## src/rtl/four_digit_scan_ctrl.sv

```systemverilog
// Purpose : time-multiplexed scan controller for a four-digit seven-segment display.
// Latency : outputs are registered and lag the internal slot counter / digit index by one cycle.
// Backpr. : none; a load strobe is always accepted, and a newer load overwrites an older pending value.
//
// Holds the displayed value in a shadow register. New values are double-buffered
// and applied only at frame boundaries (the end of digit 3's slot), so the display
// never shows a half-updated value.
//
// Optional feature, macro LEAD_ZERO_BLANK_EN: leading-zero blanking evaluated on
// the shadow value. Digit 0 is never blanked by this rule.
//
// Ports:
//   clk        in   system clock, rising edge
//   rst        in   synchronous active-high reset
//   en         in   scan enable; 0 freezes counters and blanks all anodes
//   value_in   in   [15:0] new display value, nibble i shown on digit i (digit 0 rightmost)
//   load       in   one-cycle strobe capturing value_in into the pending buffer
//   dp_in      in   [3:0] per-digit decimal-point request, active-high
//   blank_mask in   [3:0] bit i forces digit i dark
//   nib        out  [3:0] nibble of the current digit, feeds the hex decoder
//   an         out  [3:0] digit anodes, active-low (one-hot-low or all ones)
//   dp_n       out  decimal point, active-low
//   pending    out  a loaded value is waiting for the frame boundary
//   frame_tick out  one-cycle pulse after digit 3's slot ends

module four_digit_scan_ctrl #(
  parameter int PRESCALE = 50000,  // clk cycles per digit slot, >= 2
  parameter int GUARD    = 2       // blanking cycles at the start of each slot, 0..PRESCALE-1
) (
  input  logic        clk,
  input  logic        rst,
  input  logic        en,
  input  logic [15:0] value_in,
  input  logic        load,
  input  logic [3:0]  dp_in,
  input  logic [3:0]  blank_mask,
  output logic [3:0]  nib,
  output logic [3:0]  an,
  output logic        dp_n,
  output logic        pending,
  output logic        frame_tick
);

  localparam int            CW       = $clog2(PRESCALE);
  localparam logic [CW-1:0] CNT_LAST = CW'(PRESCALE - 1);

  logic [CW-1:0] cnt;
  logic [1:0]    idx;
  logic [15:0]   shadow;
  logic [15:0]   pend_val;

  logic tc;        // last cycle of the current slot
  logic fb;        // last cycle of digit 3's slot: frame boundary
  logic in_guard;  // anti-ghosting blanking window at the start of a slot
  logic dark;      // current digit must stay unlit

  assign tc = en && (cnt == CNT_LAST);
  assign fb = tc && (idx == 2'd3);

  // With no guard window the comparison would be constant, so it is not built.
  generate
    if (GUARD == 0) begin : g_no_guard
      assign in_guard = 1'b0;
    end else begin : g_guard
      localparam logic [CW-1:0] GUARD_C = CW'(GUARD);
      assign in_guard = (cnt < GUARD_C);
    end
  endgenerate

`ifdef LEAD_ZERO_BLANK_EN
  // A digit is a leading zero when it and every more-significant nibble are zero.
  // The chain runs from digit 3 downwards; digit 0 always stays lit.
  logic [3:0] lz_dark;

  always_comb begin
    lz_dark    = 4'b0000;
    lz_dark[3] = (shadow[15:12] == 4'h0);
    lz_dark[2] = lz_dark[3] && (shadow[11:8] == 4'h0);
    lz_dark[1] = lz_dark[2] && (shadow[7:4]  == 4'h0);
  end

  assign dark = blank_mask[idx] | lz_dark[idx];
`else
  assign dark = blank_mask[idx];
`endif

  always_ff @(posedge clk) begin
    if (rst) begin
      cnt        <= '0;
      idx        <= 2'd0;
      shadow     <= 16'h0000;
      pend_val   <= 16'h0000;
      pending    <= 1'b0;
      an         <= 4'b1111;
      nib        <= 4'h0;
      dp_n       <= 1'b1;
      frame_tick <= 1'b0;
    end else begin
      // Slot counter and digit index; both hold while scanning is disabled.
      if (tc) begin
        cnt <= '0;
        idx <= idx + 2'd1;
      end else if (en) begin
        cnt <= cnt + CW'(1);
      end

      frame_tick <= fb;

      // Nibble and decimal point track the digit even while the anodes are blanked,
      // so the decoder output has settled before the digit lights up.
      nib  <= shadow[{idx, 2'b00} +: 4];
      dp_n <= ~dp_in[idx];

      if (!en || in_guard || dark) begin
        an <= 4'b1111;
      end else begin
        an <= ~(4'b0001 << idx);
      end

      // Double-buffered value update. A load coinciding with the frame boundary
      // bypasses the pending buffer and discards whatever was waiting there.
      if (fb) begin
        if (load) begin
          shadow  <= value_in;
          pending <= 1'b0;
        end else if (pending) begin
          shadow  <= pend_val;
          pending <= 1'b0;
        end
      end else if (load) begin
        pend_val <= value_in;
        pending  <= 1'b1;
      end
    end
  end

endmodule

```

## config.mk

```make
export PLATFORM = sky130hd
export DESIGN_NAME = four_digit_scan_ctrl
export DESIGN_NICKNAME = d
export VERILOG_FILES = /design/src/rtl/four_digit_scan_ctrl.sv
export SDC_FILE = /design/constraint.sdc
export NUM_CORES = 1
export LEC_CHECK = 0
export BUFFER_PORTS_ARGS = -buffer_cell sky130_fd_sc_hd__buf_2
export CORE_AREA = 2 2 90 92
export DETAILED_ROUTE_END_ITERATION = 12
export DIE_AREA = 0 0 92 94
export HOLD_SLACK_MARGIN = 0.15
export PLACE_DENSITY_LB_ADDON = 0.05
export SETUP_SLACK_MARGIN = 0.5
export SYNTH_ARGS = -nofsm -noshare
export SYNTH_HDL_FRONTEND = slang
export SYNTH_SLANG_ARGS = --single-unit
```

## constraint.sdc

```tcl
create_clock -name clk -period 2.9 [get_ports clk]
set_clock_uncertainty 0.2 [all_clocks]
set_input_delay 0.29 -clock clk [delete_from_list [all_inputs] [get_ports clk]]
set_output_delay 0.29 -clock clk [all_outputs]
set_load 0.03 [all_outputs]
```

==> summary.md <==
| Metric | Value |
|---|---|
| GRT Util Overall | 15.4% |
| Utilization after layout | 48.6% |
| Drt pass-1 iters | 4 |
| Required time worst endpoint | 2920 ps |
| Cell area after layout | 3700 sq um |
| Die height | 94 microns |
| Initial Util | 39.7% |
| Metal-1 WL | 2920 microns |
| Critical Path Start Type | register |
| CTS tree | built |
| Most common cell after layout, fill and taps aside | dfxtp_1 |
| Gate Count Post-Synth | 298 |
| DR WL met3 | 154 microns |
| Power Density | 482 nW/um^2 |
| Total negative slack for setup checks | 0 ps |
| Antenna-violating nets left | 0 |
| Core ar. | 7610 sq um |
| Max incr delay on CP | 370 ps |
| First-pass GRT wire length | 10300 microns |
| Post_cts resized | 0 |
| Setup WS pre-CTS | 539 ps |
| Yosys cell types | 36 |
| Detailed Route Iter0 Violations | 50 |
| CTS Buffer Depth | 2 |
| IO buf count | 38 |
| Finished Layout Cells | 461 |
| Placed cell area | 3270 sq um |
| Mean Syn Cell Area | 10.1 sq um |
| Die X | 92 microns |
| Area leader, netlist | dfxtp_1 |
| WS Path Type | reg2reg |
| Cell Area, Synth | 3020 sq um |
| Crit path max fanout | 16 |
| DIE AREA | 8650 sq um |
| Hold Fails Final Rpt | 0 |
| Leakage | 1.55 nW |
| Via count | 2193 |
| WL/cell | 13.2 microns |
| Placed insts | 424 |
| Final min period | 2200 ps |
| Met2 WL | 2920 microns |
| Crit path DAT | 2210 ps |
| Synth Warn # | 0 |
| Worst Hold Class | in2reg |
| Syn nets | 331 |
| Max-slew violations | 0 |
| Highest-count cells in the layout ignoring fill and taps | dfxtp_1, buf_2, nand2b_1, mux2i_1, nor2_1 |
| Final WS setup | 704 ps |
| # rows | 32 |
| Post-DP HPWL | 4050 microns |
| Seq/Total Area, Yosys | 40.5% |
| Initial antenna violation count | 0 |
| Clock latency on the worst-skew pair | 330 ps |
| Root Buffer | clkbuf_8 |
| Grt ovf | 0 |
| Via density | 4.76 |
| Ports | 39 |
| Clock-pin slew on the worst setup and hold paths | 70 ps |
| Synth top area share | 40.5% |
| Area contributors post-synth | dfxtp_1, mux2i_1, nand2b_1 |
| Seq cells post-synth | 61 |
| Layout area overhead | 22.5% |
| Tcrit/Tclk final | 75.7% |
| Largest net degree at the start of global routing | 55 |
| Critical path's slowest cell | dfxtp_1 |
| H-tree depth | 3 |
| Number of setup violations in the final report | 0 |
| Number of global-route vias before repair | 2098 |
| Max Cap Viol | 0 |
| Upper clock frequency limit | 455 MHz |
| Clk sink count | 61 |
| Total design power | 1.78 mW |
| Net count, final | 387 |
| Max layer used | met4 |
| Relative slew slack | 40.9% |
| WHS | 185 ps |
| Residual DRC | 0 |
| Unrepaired setup endpoints after global routing | no |
| CP cell instances | ha_1 > and4_1 > and3_1 > nand4b_4 > buf_12 > mux2_4 |
| Peak VDD IR | 0.000231 V |
| Final wirelength | 6100 microns |
| Diodes inserted | 0 |
| Crit path capture type | register |
| Status | complete, no violations |
| Placer Congestion | 0.738 |
| CTS buffer count | 9 |
| Layout cells sized above 1 | 23.7% |
| Slew @ Worst Pin | 887 ps |
## what timing repair did
item                                    CTS  global route
buffers inserted                          0             1
hold buffers                             20             0
endpoints found under the setup margin    0            16
hold endpoints to repair                 23             0
## final cells by class
cell class	count	area, sq um
repair buffers	65	455
flip-flops and latches	61	1220
clock buffers	11	141
clock inverters	5	60.1
fillers	745	3910
multi-input cells	213	1680
well taps	102	128
inverters	4	15.0
## logic make-up (layout without fill, tap and decap cells)
group	count (synthesis)	after routing	synth area share, %
AOI/OAI and AO/OA	17	17	3.73
xor gates and xnor gates	10	10	2.90
adders and majority gates	5	5	2.07
buffers and inverters	24	85	4.02
DFF	61	61	40.5
muxes	55	55	22.6
and+or+nand+nor	126	126	24.2
## final timing paths
check | from | to | slack (ps) | depth (start not counted)
setup / recovery | cnt[1] | shadow[8] | 700 | 6
hold / removal | load | pending | 180 | 3
setup reg to reg | cnt[1] | shadow[8] | 700 | 6
hold reg to reg | pend_val[12] | pend_val[12] | 270 | 2
## registers in the layout (all words and copies together), names as in the netlist
| signal | count |
|---|---|
| an | 4 |
| cnt | 16 |
| dp_n | 1 |
| frame_tick | 1 |
| idx | 2 |
| nib | 4 |
| pend_val | 16 |
| pending | 1 |
| shadow | 16 |
## power by group
group / total [mW] / internal, mW / leakage [nW] / switching, mW
Sequential: 0.866 / 0.856 / 0.496 / 0.00989
Clock: 0.765 / 0.422 / 0.0995 / 0.342
Combinational: 0.149 / 0.0784 / 0.959 / 0.0708
Total: 1.78 / 1.36 / 1.55 / 0.423
## synth_stat cells
cell,number
nand3_1,7
or4_1,2
or4b_1,1
and4_1,5
nand4_1,5
and2_1,3
mux2_2,6
o31ai_1,2
nor3_1,2
mux2i_1,33
buf_2,4
or3_1,2
a21oi_1,7
buf_4,3
inv_1,4
buf_6,2
a31oi_4,1
nor2_1,28
nand2b_1,34
o21ai_0,5
mux4_2,6
ha_1,5
mux2_4,10
xnor2_1,2
xor2_1,8
nand2_1,9
o21bai_1,1
a311oi_1,1
dfxtp_1,61
nor4_1,2
nor4_2,1
nand4b_4,1
nor2b_1,20
nor4b_1,1
and3_1,3
clkbuf_1,11
## routing by layer
| metal | track usage [%] | vias to the layer above |
|---|---|---|
| met5 | 0 | - |
| met4 | 6.72 | 0 |
| met3 | 2.97 | 9 |
| met2 | 25.7 | 27 |
| met1 | 19.4 | 1017 |
| li1 | - | 1140 |
## worst max-delay path, delay by kind of cell, from the launching register on
| family | cells | cell delay [ps] |
|---|---|---|
| adder cells (fa/ha/maj) | 1 | 250 |
| buffers and inverters | 1 | 180 |
| flip-flops | 1 | 370 |
| multiplexers | 1 | 290 |
| AND/OR/NAND/NOR | 3 | 780 |
Power figures use the tool's default switching activity.
